<file path="src/rtl/uart_pkg.sv">
// Shared types and helpers for the UART receive path.
package uart_pkg;

    typedef enum logic [2:0] {
        IDLE,
        START,
        DATA,
        PARITY,
        STOP,
        BRK_WAIT
    } rx_state_t;

    // Data-bit configuration as seen on cfg_data_bits.
    typedef enum logic [1:0] {
        DB5 = 2'b00,
        DB6 = 2'b01,
        DB7 = 2'b10,
        DB8 = 2'b11
    } data_bits_t;

    // Number of data bits on the line for a given configuration.
    function automatic logic [3:0] bit_count(input data_bits_t db);
        return 4'd5 + {2'b00, db};
    endfunction

endpackage

</file>
<file path="src/rtl/uart_bit_sampler.sv">
// Per-bit tick counter with 3-point majority vote around the bit centre.
// Held at cnt=0 whenever i_en is low, so the FSM restarts it simply by
// dropping enable for a cycle (IDLE / BRK_WAIT).
module uart_bit_sampler #(
    parameter int OVERSAMPLE_RATE = 16
) (
    input  logic uart_clk,
    input  logic uart_rst_n,
    input  logic i_tick,
    input  logic i_en,
    input  logic i_line,
    output logic o_bit_val,
    output logic o_bit_done,
    output logic o_bit_end
);

    localparam int CW = $clog2(OVERSAMPLE_RATE);
    localparam int M  = OVERSAMPLE_RATE / 2;

    logic [CW-1:0] r_cnt;
    logic          r_s0;
    logic          r_s1;

    // Count ticks within the bit and capture the two early samples.
    always_ff @(posedge uart_clk or negedge uart_rst_n) begin
        if (!uart_rst_n) begin
            r_cnt <= '0;
            r_s0  <= 1'b0;
            r_s1  <= 1'b0;
        end else if (!i_en) begin
            r_cnt <= '0;
        end else if (i_tick) begin
            r_cnt <= r_cnt + 1'b1;
            if (r_cnt == CW'(M - 1)) r_s0 <= i_line;
            if (r_cnt == CW'(M))     r_s1 <= i_line;
        end
    end

    // Third sample is the live line at cnt=M+1, so the vote is ready that cycle.
    assign o_bit_val  = (r_s0 & r_s1) | (r_s0 & i_line) | (r_s1 & i_line);
    assign o_bit_done = i_en & i_tick & (r_cnt == CW'(M + 1));
    assign o_bit_end  = i_en & i_tick & (r_cnt == CW'(OVERSAMPLE_RATE - 1));

endmodule

</file>
<file path="src/rtl/uart_rx_deserializer.sv">
// Oversampled UART frame receiver: start/data/parity/stop decoding with
// parity, frame-error and break status, delivered over valid/ready.
module uart_rx_deserializer
    import uart_pkg::*;
#(
    parameter int DATA_WIDTH      = 8,
    parameter int OVERSAMPLE_RATE = 16
) (
    input  logic                  uart_clk,
    input  logic                  uart_rst_n,
    input  logic                  sample_tick,
    input  logic                  rx_serial_sync,
    input  logic [1:0]            cfg_data_bits,
    input  logic                  cfg_parity_en,
    input  logic                  cfg_parity_odd,
    output logic [DATA_WIDTH-1:0] rx_data,
    output logic                  rx_valid,
    input  logic                  rx_ready,
    output logic                  parity_error,
    output logic                  frame_error,
    output logic                  break_detect,
    output logic                  overrun,
    output logic                  rx_active
);

    rx_state_t   r_state;
    rx_state_t   w_next;
    logic [2:0]  r_bit_idx;
    logic [3:0]  r_nbits;
    logic        r_par_en;
    logic        r_par_odd;
    logic [7:0]  r_shift;
    logic        r_par_bit;
    logic        r_par_err;

    logic        w_en;
    logic        w_bit_val;
    logic        w_bit_done;
    logic        w_bit_end;
    logic        w_last;
    logic        w_start;
    logic        w_emit;
    logic        w_brk;

    assign w_en    = (r_state == START) || (r_state == DATA) ||
                     (r_state == PARITY) || (r_state == STOP);
    assign w_last  = ({1'b0, r_bit_idx} == (r_nbits - 4'd1));
    assign w_start = (r_state == IDLE) && sample_tick && !rx_serial_sync;
    assign w_emit  = (r_state == STOP) && w_bit_done;
    // Break: everything seen on the line was 0, including the stop bit.
    assign w_brk   = !w_bit_val && (r_shift == 8'd0) && (!r_par_en || !r_par_bit);

    uart_bit_sampler #(
        .OVERSAMPLE_RATE(OVERSAMPLE_RATE)
    ) u_sampler (
        .uart_clk   (uart_clk),
        .uart_rst_n (uart_rst_n),
        .i_tick     (sample_tick),
        .i_en       (w_en),
        .i_line     (rx_serial_sync),
        .o_bit_val  (w_bit_val),
        .o_bit_done (w_bit_done),
        .o_bit_end  (w_bit_end)
    );

    // FSM state register.
    always_ff @(posedge uart_clk or negedge uart_rst_n) begin
        if (!uart_rst_n) r_state <= IDLE;
        else             r_state <= w_next;
    end

    // Next-state decode; sampler strobes already include sample_tick.
    always_comb begin
        w_next = r_state;
        case (r_state)
            IDLE:     if (w_start) w_next = START;
            START:    if (w_bit_done && w_bit_val) w_next = IDLE;
                      else if (w_bit_end)          w_next = DATA;
            DATA:     if (w_bit_end && w_last) w_next = r_par_en ? PARITY : STOP;
            PARITY:   if (w_bit_end) w_next = STOP;
            STOP:     if (w_bit_done) w_next = w_bit_val ? IDLE : BRK_WAIT;
            BRK_WAIT: if (sample_tick && rx_serial_sync) w_next = IDLE;
            default:  w_next = IDLE;
        endcase
    end

    // Frame datapath: latch config at start, shift data LSB first, check parity.
    always_ff @(posedge uart_clk or negedge uart_rst_n) begin
        if (!uart_rst_n) begin
            r_bit_idx <= '0;
            r_nbits   <= 4'd8;
            r_par_en  <= 1'b0;
            r_par_odd <= 1'b0;
            r_shift   <= '0;
            r_par_bit <= 1'b0;
            r_par_err <= 1'b0;
        end else if (w_start) begin
            r_bit_idx <= '0;
            r_nbits   <= bit_count(data_bits_t'(cfg_data_bits));
            r_par_en  <= cfg_parity_en;
            r_par_odd <= cfg_parity_odd;
            r_shift   <= '0;
            r_par_bit <= 1'b0;
            r_par_err <= 1'b0;
        end else if (r_state == DATA) begin
            if (w_bit_done)           r_shift[r_bit_idx] <= w_bit_val;
            if (w_bit_end && !w_last) r_bit_idx <= r_bit_idx + 3'd1;
        end else if ((r_state == PARITY) && w_bit_done) begin
            r_par_bit <= w_bit_val;
            r_par_err <= w_bit_val ^ (^r_shift) ^ r_par_odd;
        end
    end

    // Output holding register with valid/ready and overrun drop.
    always_ff @(posedge uart_clk or negedge uart_rst_n) begin
        if (!uart_rst_n) begin
            rx_data      <= '0;
            rx_valid     <= 1'b0;
            parity_error <= 1'b0;
            frame_error  <= 1'b0;
            break_detect <= 1'b0;
            overrun      <= 1'b0;
        end else begin
            overrun <= 1'b0;
            if (w_emit && rx_valid && !rx_ready) begin
                overrun <= 1'b1;
            end else if (w_emit) begin
                rx_data      <= DATA_WIDTH'(r_shift);
                rx_valid     <= 1'b1;
                parity_error <= r_par_en && r_par_err;
                frame_error  <= !w_bit_val;
                break_detect <= w_brk;
            end else if (rx_valid && rx_ready) begin
                rx_valid <= 1'b0;
            end
        end
    end

    assign rx_active = (r_state != IDLE);

endmodule

</file>
<file path="config.mk">
export PLATFORM = sky130hd
export DESIGN_NAME = uart_rx_deserializer
export DESIGN_NICKNAME = d
export VERILOG_FILES = /design/src/rtl/uart_pkg.sv /design/src/rtl/uart_bit_sampler.sv /design/src/rtl/uart_rx_deserializer.sv
export SDC_FILE = /design/constraint.sdc
export NUM_CORES = 1
export LEC_CHECK = 0
export ABC_AREA = 1
export CAP_MARGIN = 15
export CORE_MARGIN = 4
export CORE_UTILIZATION = 50
export CTS_CLUSTER_DIAMETER = 80
export DETAILED_ROUTE_END_ITERATION = 10
export HOLD_SLACK_MARGIN = 0.15
export PLACE_DENSITY = 0.73
export SLEW_MARGIN = 0
export SYNTH_ARGS = -nofsm -noshare
export SYNTH_HDL_FRONTEND = slang
export SYNTH_SLANG_ARGS = --single-unit
</file>
<file path="constraint.sdc">
create_clock -name uart_clk -period 3.2 [get_ports uart_clk]
set_clock_uncertainty 0.05 [all_clocks]
set_input_delay 0.64 -clock uart_clk [delete_from_list [all_inputs] [get_ports uart_clk]]
set_output_delay 0.64 -clock uart_clk [all_outputs]
set_load 0.01 [all_outputs]
</file>
* Word level (Yosys, flattened, before mapping) *
Cells that the tools add are included.

cells by class
  add/sub/neg operators = 4
  multiplexer cells = 30
  bitwise logic cells = 11
  eq/ne operators = 18
  reductions and logical operators = 42
  $lt $le $gt $ge = 2

operators with widths
  kind                                                              number
  3-bit 2-to-1 mux                                                  12
  8-bit 2-to-1 mux                                                  3
  3-bit one-hot mux with 6 select lines                             1
  1-bit logical AND                                                 15
  4-bit == test (second input constant)                             3
  2-bit != test (second input constant)                             6
  1-bit 2-to-1 mux                                                  10
  2-bit AND reduction                                               5
  2-bit nonzero test                                                5
  8-bit bitwise mux                                                 1
  8-bit zero test                                                   1
  4-bit 2-to-1 mux                                                  2
  8-bit XOR reduction                                               1
  1-bit AND                                                         6
  3-bit by 2-bit == test with 1-bit output (second input constant)  2
  3-bit == test (second input constant)                             2
  1-bit zero test                                                   6
  3-bit AND reduction                                               2
  6-bit AND reduction                                               1
  3-bit by 2-bit adder with 4-bit output (first input constant)     1
  4-bit by 1-bit adder with 4-bit output (second input constant)    1
  3-bit by 4-bit == test with 1-bit output                          1
  4-bit by 3-bit == test with 1-bit output (second input constant)  1
  1-bit logical OR                                                  4
  13 further kinds                                                  15

word-level totals
  flip-flop bits (word level) = 41
  output and inout port bits = 14
  input port bits = 9
  word-level logic and storage cells = 124

* Depth between registers and ports, before layout *
Gate-level depths: netlist of run 1.

  depth after elaboration = 11
  depth in mapped cells = 12
  gate-level depth less buffers = 12

* By module *
A second synthesis of run 1 with hierarchy kept.

unflattened totals
  cell total of the unflattened synthesis = 286
  area total of the unflattened synthesis = 2,298.5 sq um

by module, submodules not included
  module                times used  seq. area each (sq um)  cells an instance  area each (sq um)
  uart_rx_deserializer  1           877.1                   240                1,949.4
  uart_bit_sampler      1           150.1                   46                 349.1

* Worst setup path after synthesis of run 1 *
Ideal clock, no wire load.

  path type = input -> register
  start point = input sample_tick
  end point = register r_par_bit
  data arrival time = 1,615 ps
  setup time = 117 ps
  buffers on the path = 2
  setup slack = 1,418 ps
  cell stages on the path = 7
  required time = 3,033 ps
  cell sequence = buf_2 > inv_1 > nor3_4 > inv_2 > buf_2 > nand3_1 > nand2_1

on the way
  longest elaborated chain between the ends = 5
  elaborated cells between the ends (all ways) = 9
  those cells by class = eq/ne: 1; mux: 1; bitwise: 2; reduce/logical: 5

RTL lines
  item                                  RTL line                     RTL
  start: declaration                    uart_rx_deserializer.sv:11   input logic sample_tick,
  1-bit AND (2 in a row)                uart_bit_sampler.sv:41       assign o_bit_done = i_en & i_tick & (r_cnt == CW'(M + 1));
  1-bit logical AND                     uart_rx_deserializer.sv:108  end else if ((r_state == PARITY) && w_bit_done) begin
  2-bit nonzero test (no source line)   n/a
  2-bit AND reduction (no source line)  n/a
  end signal: assignment                uart_rx_deserializer.sv:109  r_par_bit <= w_bit_val;
  end: declaration                      uart_rx_deserializer.sv:33   logic r_par_bit;

Several ways; a longest one is shown, not always the timed one.
A chain may end at the register's enable or synchronous reset.

* Worst setup path in the final report of run 1 *
  start point = input sample_tick
  end point = register r_bit_idx[0]

on the way
  longest elaborated chain between the ends = 5
  elaborated cells between the ends (all ways) = 9
  those cells by class = mux: 1; bitwise: 2; reduce/logical: 6

RTL lines
  item                                  RTL line                     RTL
  1-bit AND (2 in a row)                uart_bit_sampler.sv:42       assign o_bit_end = i_en & i_tick & (r_cnt == CW'(OVERSAMPLE_RATE - 1));
  1-bit logical AND                     uart_rx_deserializer.sv:107  if (w_bit_end && !w_last) r_bit_idx <= r_bit_idx + 3'd1;
  2-bit nonzero test (no source line)   n/a
  2-bit AND reduction (no source line)  n/a
  end signal: assignment                uart_rx_deserializer.sv:107
  end: declaration                      uart_rx_deserializer.sv:28   logic [2:0] r_bit_idx;

Several ways; a longest one is shown, not always the timed one.

==> Implementation_results.wiki, run 1 <==
{| class="wikitable"
! Metric !! Value
|-
| Cells after DPL || 359
|-
| Register-to-register setup slack || 1250 ps
|-
| Pin count of the biggest net entering global routing || 42
|-
| TritonCTS clock tree || yes
|-
| Critical setup path kind || input pin to flip-flop
|-
| Final max-slew violation count || 0
|-
| Critical path data required time || 3330 ps
|-
| Placed standard-cell area || 2540 um2
|-
| Avg WL per Cell || 11.8 um
|-
| Final critical-path required period || 2270 ps
|-
| Share of post-route cells with drive strength above 1 || 0.0857
|-
| Gate Count Post-Synth || 291
|-
| CTS root buf || sky130_fd_sc_hd__clkbuf_8
|-
| Max rail drop VDD || 0.000448 V
|-
| Startpoint of the worst-slack reg-to-reg timing path || r_state[0]
|-
| Outcome || finished clean
|-
| Worst Path Arrival || 2410 ps
|-
| Post-route cell area || 2660 um2
|-
| Iter 0 DRT Violations || 102
|-
| Top post-synthesis cells by area || sky130_fd_sc_hd__dfrtp_1 44%, sky130_fd_sc_hd__nand2_1 14%, sky130_fd_sc_hd__inv_1 5.9%, sky130_fd_sc_hd__ha_1 5.5%, sky130_fd_sc_hd__nand3_1 4.2%
|-
| HP Class || input pin to async pin
|-
| Vert. Die Dim || 75.7 um
|-
| Initial cell density of the core || 0.522
|-
| Insertion delay of the later-clocked pin in the worst-skew pair || 290 ps
|-
| Top-level I/O count || 23
|-
| Estimated wirelength of the detail-placed design || 3.24 mm
|-
| Num Clock Sinks || 41
|-
| Total congestion overflow || 0
|-
| Port Buffer Count || 22
|-
| Register clock-pin slew on the reported worst setup and hold paths || 80 ps
|-
| Yosys synthesis warning count || 0
|-
| Ratio of final minimum period to clock period || 0.710
|-
| Cell Rows || 24
|-
| Post-detailed-route DRC marker count || 0
|-
| Count of state elements after synthesis || 41
|-
| H-tree levels || 2
|-
| ANT cells || 0
|-
| Post-detailed-route via-to-cell ratio || 5.16
|-
| Nets || 333
|-
| Synthesis-to-layout area growth || 16.2%
|-
| Antenna violations before repair || 0
|-
| Crit-path max FO || 19
|-
| Routability-driven placement congestion ratio || 0.811
|-
| Global-route usage over all layers || 0.176
|-
| Mean cell area of the mapped netlist || 7.86 um2
|-
| Start point of the critical path || sample_tick
|-
| Vias in the first global route || 1,695
|-
| Cell with the most instances after synthesis || sky130_fd_sc_hd__nand2_1
|-
| Synthesized area || 2290 um2
|-
| Leading cell types by count after synthesis || 86 x sky130_fd_sc_hd__nand2_1, 40 x sky130_fd_sc_hd__dfrtp_1, 36 x sky130_fd_sc_hd__inv_1
|-
| Area of the core || 4380 um2
|-
| Number of enable-type register cells in the synthesized netlist || 0
|-
| Yosys top cell area share || 0.437
|-
| Type of element launching the critical path || input pin
|-
| Transition time at the pin with the least slew margin || 900 ps
|-
| Max capacitance violation total || 0
|-
| First-pass iteration count of the detailed router || 4
|-
| Async set-reset flop share out of synthesis || 1.00
|-
| Final count of hold timing violations || 0
|-
| Routed wire length || 4.32 mm
|-
| Wire length of the first global-routing pass || 7.63 mm
|-
| Deepest clock path buffer count || 2
|-
| Final setup fails || 0
|-
| Total nets after synthesis || 310
|-
| Final ANT Viol Nets || 0
|-
| Fmax || 0.440 GHz
|-
| Number of vias in the routed layout || 1,893
|-
| Unrepaired setup endpoints after global routing || no
|-
| Final Instance Count excl. Fillers || 367
|-
| Total power of the final layout || 1850 uW
|-
| Predominant post-synthesis flop cell || sky130_fd_sc_hd__dfrtp_1
|-
| TritonCTS Buffers || 5
|-
| DIE AREA || 5720 um2
|-
| CP endpoint kind || flip-flop
|-
| Worst slew margin relative to its limit || 0.400
|-
| Share of synthesized area occupied by flip-flops and latches || 0.449
|-
| Standby leakage power || 0.00128 uW
|-
| Distinct cells, synth || 30
|-
| Final setup TNS || 0 ps
|-
| Post-cts resize count || 0
|-
| Power per cell area || 696 nW/um2
|-
| Post-CTS Setup Bufs || 0
|-
| Die boundary width || 75.7 um
|-
| Filler cell count || 397
|-
| CTS Hold Buffers Added || 0
|-
| Leading area contributor after synthesis || sky130_fd_sc_hd__dfrtp_1
|}
report_power, final:
part / internal [uW] / switching, uW
clock: 254 / 186
sequential: 616 / 112
combinational: 252 / 431
sequential cells by signal (all words and copies together) (netlist names):
name and cells:
rx_valid 1, r_par_bit 1, rx_data 8, r_state 3, u_sampler.r_cnt 4, r_shift 8, r_par_err 1, r_par_en 1
overrun 1, r_par_odd 1, u_sampler.r_s0 1, r_bit_idx 3, u_sampler.r_s1 1, frame_error 1, parity_error 1, break_detect 1
r_nbits 4
cells by family after synthesis:
| family | after synthesis | synth area share |
|---|---|---|
| simple gates | 155 | 0.311 |
| buf+inv | 45 | 0.0771 |
| flops | 41 | 0.449 |
| compound gates | 32 | 0.0782 |
| fa+ha+maj | 10 | 0.0547 |
| xor+xnor | 8 | 0.0306 |
layout by cell type (no fill, tap or decap), types with 3 or more instances in the layout:
master,instances
sky130_fd_sc_hd__nand3_1,19
sky130_fd_sc_hd__nor3_1,3
sky130_fd_sc_hd__inv_1,36
sky130_fd_sc_hd__clkbuf_8,6
sky130_fd_sc_hd__xnor2_1,4
sky130_fd_sc_hd__o21ai_0,4
sky130_fd_sc_hd__nor3_2,4
sky130_fd_sc_hd__xor2_1,4
sky130_fd_sc_hd__ha_1,10
sky130_fd_sc_hd__nand4_1,10
sky130_fd_sc_hd__nand2_1,86
sky130_fd_sc_hd__inv_2,3
sky130_fd_sc_hd__o21ai_1,19
sky130_fd_sc_hd__clkdlybuf4s50_1,21
sky130_fd_sc_hd__dfrtp_1,40
sky130_fd_sc_hd__nor2_1,22
final timing paths:
check / to / cells after the start
max: r_bit_idx[0] / 8
max reg2reg: rx_data[3] / 8
max in group asynchronous: frame_error / 1
min in group uart_clk: rx_data[6] / 2
min reg2reg: rx_data[6] / 2
min: r_state[2] / 1
routing by layer:
metal,track usage,part of all wire,vias to the layer above
li1,-,-,980
met1,0.239,0.47,860
met2,0.284,0.47,48
met3,0.0396,0.052,5
met4,0.0524,0.013,0
met5,0,0,-
worst max-delay path: stages:
cell and delay, ps:
sky130_fd_sc_hd__clkdlybuf4s50_1 650, sky130_fd_sc_hd__inv_1 150, sky130_fd_sc_hd__nor3_4 370, sky130_fd_sc_hd__inv_2 220
sky130_fd_sc_hd__nand2_1 160, sky130_fd_sc_hd__nand2_1 90, sky130_fd_sc_hd__nand2_1 60, sky130_fd_sc_hd__nand2_1 50
through the flow:
stage           util  worst slack, ps  hold slack (ps)
2_1_floorplan      -             1420              294
3_3_place_gp   0.579              667              423
3_5_place_dp   0.579              623              427
4_1_cts        0.606              926              447
5_1_grt        0.606              718              474
6_report       0.606              929              405
final cells by class:
| type | count | area, um2 | share of cell area |
|---|---|---|---|
| inverter | 39 | 146 | 0.0551 |
| timing repair buffer | 22 | 215 | 0.0809 |
| multi-input combinational | 205 | 1080 | 0.408 |
| clock inverter | 2 | 37.5 | 0.0141 |
| tap | 52 | 65.1 | 0.0245 |
| clock buffer | 6 | 82.6 | 0.0311 |
| sequential | 41 | 1030 | 0.386 |
Power figures use the tool's default switching activity.
==> inputs of run 2 (changes only) <==
==> constraint.sdc (replaced) <==
create_clock -name uart_clk -period 2.2 [get_ports uart_clk]
set_clock_uncertainty 0.05 [all_clocks]
set_input_delay 0.44 -clock uart_clk [delete_from_list [all_inputs] [get_ports uart_clk]]
set_output_delay 0.44 -clock uart_clk [all_outputs]
set_load 0.01 [all_outputs]
==> run 2 against run 1 <==
Net effect:
- sequential share of layout area shrank 1.3 points
- cell area up 3.5%
- critical endpoint is now rx_active
- non-clock buffer count up 8
==> Implementation_results.wiki, run 2 (synthesis gave the netlist of run 1 again) <==
{| class="wikitable"
! Metric !! Value
|-
| Unrepaired setup endpoints after global routing || no
|-
| Final Instance Count excl. Fillers || 375
|-
| First-pass iteration count of the detailed router || 4
|-
| CP endpoint kind || primary output
|-
| Standby leakage power || 0.00133 uW
|-
| Share of post-route cells with drive strength above 1 || 0.105
|-
| Worst slew margin relative to its limit || 0.762
|-
| Worst hold path endpoint || rx_data[1]
|-
| Clock share of power || 0.263
|-
| Post-CTS Setup Bufs || 0
|-
| Transition time at the pin with the least slew margin || 357 ps
|-
| Post-cts resize count || 0
|-
| Die boundary width || 75.7 um
|-
| Num Clock Sinks || 41
|-
| Estimated wirelength of the detail-placed design || 3.32 mm
|-
| Ratio of final minimum period to clock period || 0.948
|-
| Register-to-register setup slack || 430 ps
|-
| Max rail drop VDD || 0.000545 V
|-
| Insertion delay of the later-clocked pin in the worst-skew pair || 300 ps
|-
| Type of element launching the critical path || flip-flop
|-
| Fraction of the core area covered by cells at the end of the flow || 0.628
|-
| Final setup fails || 0
|-
| TritonCTS clock tree || yes
|-
| Antenna violations before repair || 0
|-
| Internal Pwr Total || 1750 uW
|-
| Area of the core || 4380 um2
|-
| Initial cell density of the core || 0.522
|-
| Sw Share || 0.381
|-
| Startpoint of the worst-slack reg-to-reg timing path || r_nbits[0]
|-
| Cells after DPL || 366
|-
| Routability-driven placement congestion ratio || 0.796
|-
| Max capacitance violation total || 0
|-
| Most common cell after layout, fill and taps aside || sky130_fd_sc_hd__nand2_1
|-
| Post-detailed-route via-to-cell ratio || 5.15
|-
| ANT cells || 0
|-
| Outcome || finished clean
|-
| CTS Hold Buffers Added || 1
|-
| Setup slack after placement || 143 ps
|-
| Final count of hold timing violations || 0
|-
| Deepest clock path buffer count || 2
|-
| Metal1 wirelength || 2.12 mm
|-
| Final max-slew violation count || 0
|-
| Post-route worst setup slack || 115 ps
|-
| Start point of the worst min-delay path || rx_data[1]
|-
| Iter 0 DRT Violations || 157
|-
| Global-route usage over all layers || 0.180
|-
| Top-level I/O count || 23
|-
| Vias in the first global route || 1,790
|-
| Post-detailed-route DRC marker count || 0
|-
| Register clock-pin slew on the reported worst setup and hold paths || 80 ps
|-
| Endpoint of the worst register-to-register path || r_state[0]
|-
| CTS root buf || sky130_fd_sc_hd__clkbuf_8
|-
| Vert. Die Dim || 75.7 um
|-
| Fmax || 0.480 GHz
|-
| Critical setup path kind || flip-flop to primary output
|-
| Largest regs || r_shift: 8 flops, rx_data: 8 flops
|-
| Routed wire length || 4.38 mm
|-
| Met2 Wirelength || 1.98 mm
|-
| Switching power || 1080 uW
|-
| Wire length of the first global-routing pass || 7.87 mm
|-
| Critical path data required time || 1710 ps
|-
| H-tree levels || 2
|-
| Crit-path max FO || 7
|-
| Depth of the most critical reg-to-reg path || 11
|-
| HP Class || flip-flop to flip-flop
|-
| TritonCTS Buffers || 5
|-
| Final setup TNS || 0 ps
|-
| Final critical-path required period || 2080 ps
|-
| Port Buffer Count || 22
|-
| Cell Rows || 24
|-
| Sequential share of power || 0.373
|-
| Worst hold stages || 2
|-
| Total congestion overflow || 0
|-
| Top routing layer in use || met4
|-
| Avg WL per Cell || 11.7 um
|-
| DIE AREA || 5720 um2
|-
| Gate power share || 0.364
|-
| Worst Path Arrival || 1590 ps
|-
| Met3 Routed Length || 204 um
|-
| Nets || 341
|-
| Final ANT Viol Nets || 0
|-
| Power per cell area || 1030 nW/um2
|-
| Pin count of the biggest net entering global routing || 42
|-
| Number of vias in the routed layout || 1,930
|-
| Synthesis-to-layout area growth || 20.2%
|-
| Leading cell types in the layout, fill and taps excluded || 86 x sky130_fd_sc_hd__nand2_1, 40 x sky130_fd_sc_hd__dfrtp_1, 36 x sky130_fd_sc_hd__inv_1
|}
run 2: cell count changes in the layout (fill, tap and decap cells not counted), sizes merged:
cell         delta
buf             +7
bufinv          +1
clkbuf          -1
clkinvlp        -1
dlygate4sd3     +1
inv             +1
run 2: area by class of cell:
| type | instances | area, um2 |
|---|---|---|
| Clock buffer | 5 | 68.8 |
| Tap cell | 52 | 65.1 |
| Multi-Input combinational cell | 205 | 1080 |
| Clock inverter | 3 | 68.8 |
| Timing Repair Buffer | 30 | 290 |
| Fill cell | 392 | 1630 |
| Sequential cell | 41 | 1030 |
| Inverter | 39 | 146 |
run 2: how the worst max path moves through the flow:
stage	endpoint	from	slack [ps]
6_report	rx_active	r_state[0]	120
4_1_cts	rx_active	r_state[0]	110
2_1_floorplan	r_state[0]	r_nbits[0]	590
3_3_place_gp	r_state[0]	sample_tick	200
5_1_grt	rx_active	r_state[0]	50
3_5_place_dp	r_state[0]	sample_tick	140
run 2: power by group through the flow:
stage / Combinational (uW) / Clock (uW) / Sequential (uW)
6_report: 1030 / 746 / 1060
5_1_grt: 1200 / 789 / 1090
4_1_cts: 1040 / 755 / 1050
3_5_place_dp: 1030 / 0 / 1070
3_3_place_gp: 1010 / 0 / 1070
2_1_floorplan: 821 / 0 / 1010
run 2: through the flow:
stage / power, uW / hold WS, ps / cell area [um2]
after floorplan: 1830 / 94.4 / 2290
after global placement: 2080 / 374 / 2600
after detailed placement: 2100 / 381 / 2600
after CTS: 2850 / 448 / 2750
after global routing: 3070 / 453 / 2750
final: 2830 / 442 / 2750
run 2: critical path: stages, from the launching register on:
cell and delay [ps]:
sky130_fd_sc_hd__dfrtp_1 470, sky130_fd_sc_hd__nor2_2 200, sky130_fd_sc_hd__nand2_2 130, sky130_fd_sc_hd__clkdlybuf4s50_1 500
run 2: per-layer routing:
metal,GRT usage,vias up
li1,-,1000
met3,0.0449,6
met5,0,-
met1,0.240,884
met4,0.0680,0
met2,0.285,40
==> inputs of run 3 (changes only) <==
--- a/config.mk
+++ b/config.mk
@@ -7,12 +7,11 @@
 export LEC_CHECK = 0
 export ABC_AREA = 1
 export CAP_MARGIN = 15
-export CORE_MARGIN = 4
 export CORE_UTILIZATION = 50
 export CTS_CLUSTER_DIAMETER = 80
 export DETAILED_ROUTE_END_ITERATION = 10
 export HOLD_SLACK_MARGIN = 0.15
-export PLACE_DENSITY = 0.73
+export PLACE_DENSITY = 0.71
 export SLEW_MARGIN = 0
 export SYNTH_ARGS = -nofsm -noshare
 export SYNTH_HDL_FRONTEND = slang
==> run 3 against run 2 <==
Net effect:
- fmax rose by 0.63%
- highest routed layer unchanged
- clock power shrank 34%
- sequential power barely moved
- clock-buffer cell count stayed put
- register-to-register slack got worse by 30 ps
- sequential share of layout area up 0.82 points
- die area is 15% lower
- worst setup slack better by 13 ps
- via count shrank 1.3%
- flip-flop and latch count is the same
- first-iteration DRC count shrank 50%
- largest power group unchanged
- wire length fell by 0.57%
==> Implementation_results.wiki, run 3 (synthesis gave the netlist of run 1 again) <==
{| class="wikitable"
! Metric !! Value
|-
| Port Buffer Count || 22
|-
| Post-detailed-route via-to-cell ratio || 5.09
|-
| H-tree levels || 2
|-
| Standby leakage power || 0.00130 uW
|-
| Largest regs || r_shift: 8 flops, rx_data: 8 flops
|-
| Post-detailed-route DRC marker count || 0
|-
| CTS root buf || sky130_fd_sc_hd__clkbuf_8
|-
| First-pass iteration count of the detailed router || 4
|-
| Fmax || 0.483 GHz
|-
| Die boundary width || 69.7 um
|-
| Pin count of the biggest net entering global routing || 23
|-
| Final count of hold timing violations || 0
|-
| Transition time at the pin with the least slew margin || 481 ps
|-
| Critical path cell sequence || nor2_2 -> nand2_2 -> clkdlybuf4s50_1
|-
| Ratio of final minimum period to clock period || 0.942
|-
| Number of vias in the routed layout || 1,904
|-
| Global-route usage over all layers || 0.208
|-
| Deepest clock path buffer count || 2
|-
| Final critical-path required period || 2070 ps
|-
| Power per cell area || 960 nW/um2
|-
| Final Instance Count excl. Fillers || 374
|-
| HP Class || flip-flop to flip-flop
|-
| Routability-driven placement congestion ratio || 0.789
|-
| Max capacitance violation total || 0
|-
| Register clock-pin slew on the reported worst setup and hold paths || 90 ps
|-
| Outcome || finished clean
|-
| Critical setup path kind || flip-flop to primary output
|-
| Critical path data required time || 1710 ps
|-
| Initial cell density of the core || 0.522
|-
| Final setup TNS || 0 ps
|-
| Library cell contributing the largest single delay on the critical path || sky130_fd_sc_hd__clkdlybuf4s50_1
|-
| DIE AREA || 4850 um2
|-
| Vert. Die Dim || 69.7 um
|-
| Post-cts resize count || 0
|-
| Share of post-route cells with drive strength above 1 || 0.102
|-
| Total power of the final layout || 2580 uW
|-
| Area of the core || 4380 um2
|-
| Final setup fails || 0
|-
| Leading cell types in the layout, fill and taps excluded || 86 x sky130_fd_sc_hd__nand2_1, 40 x sky130_fd_sc_hd__dfrtp_1, 36 x sky130_fd_sc_hd__inv_1
|-
| Crit-path max FO || 7
|-
| ANT cells || 0
|-
| Type of element launching the critical path || flip-flop
|-
| Slowest stage delay, CP || 500 ps
|-
| CP endpoint kind || primary output
|-
| Vias in the first global route || 1,858
|-
| Estimated wirelength of the detail-placed design || 3.30 mm
|-
| Iter 0 DRT Violations || 79
|-
| Worst Path Arrival || 1580 ps
|-
| Insertion delay of the later-clocked pin in the worst-skew pair || 300 ps
|-
| Cell Rows || 24
|-
| Routed wire length || 4.35 mm
|-
| Antenna violations before repair || 0
|-
| Final ANT Viol Nets || 0
|-
| Num Clock Sinks || 41
|-
| Total congestion overflow || 0
|-
| Most common cell after layout, fill and taps aside || sky130_fd_sc_hd__nand2_1
|-
| Top-level I/O count || 23
|-
| Cells after DPL || 365
|-
| Wire length of the first global-routing pass || 8.14 mm
|-
| Final max-slew violation count || 0
|-
| Synthesis-to-layout area growth || 17.7%
|-
| TritonCTS Buffers || 5
|-
| Nets || 340
|-
| Buffers and inverters on the worst path || 1
|-
| Avg WL per Cell || 11.6 um
|-
| Worst slew margin relative to its limit || 0.680
|-
| Unrepaired setup endpoints after global routing || no
|-
| Max rail drop VDD || 0.000649 V
|-
| Top delay family on crit path || buffers and inverters
|-
| TritonCTS clock tree || yes
|}
-- run 3: area by class of cell --
cell class	count	area [um2]
sequential	41	1030
clock buffer	5	68.8
tap	52	65.1
multi-input combinational	205	1080
timing repair buffer	29	283
clock inverter	3	17.5
fill	401	1690
inverter	39	146
-- run 3: power breakdown --
group,internal (uW),switching [uW],leakage (uW)
Clock,219,276,0.0000439
Sequential,897,159,0.000551
Combinational,397,636,0.000706
Total,1510,1070,0.00130
-- run 3: through the flow --
step,hold slack [ps],utilization,area [um2],setup WS [ps]
floorplan,94.4,-,2290,595
global placement,379,0.592,2600,133
detailed placement,379,0.592,2600,150
CTS,447,0.614,2690,127
global route,474,0.614,2690,40.5
finish,441,0.614,2690,128
-- run 3: worst register-to-register path: cells and delay by family (launching register included) --
kind,cells,cell delay [ps]
adders and majority gates,1,210
buffers and inverters,1,90
DFF,1,390
and+or+nand+nor,10,1000
-- run 3: repair_timing --
action | 4_1_cts | 5_1_grt
setup buffers | 0 | 0
hold endpoints to repair | 20 | 0
hold buffers | 1 | 0
-- run 3: worst paths after layout --
check,startpoint,end,slack [ps],depth (start not counted)
max,r_state[0],rx_active,130,3
min in group asynchronous,uart_rst_n,rx_data[6],580,2
max reg2reg,r_nbits[0],r_bit_idx[1],400,12
min,rx_data[3],rx_data[3],440,2
min reg2reg,rx_data[3],rx_data[3],440,2
max in group asynchronous,uart_rst_n,r_nbits[3],970,3
-- run 3: per-layer routing --
metal | routed length (um) | up-vias | track usage
met3 | 166 | 5 | 0.0494
met4 | 52 | 0 | 0.0600
li1 | - | 999 | -
met5 | 0 | - | 0
met2 | 1900 | 37 | 0.320
met1 | 2240 | 863 | 0.295
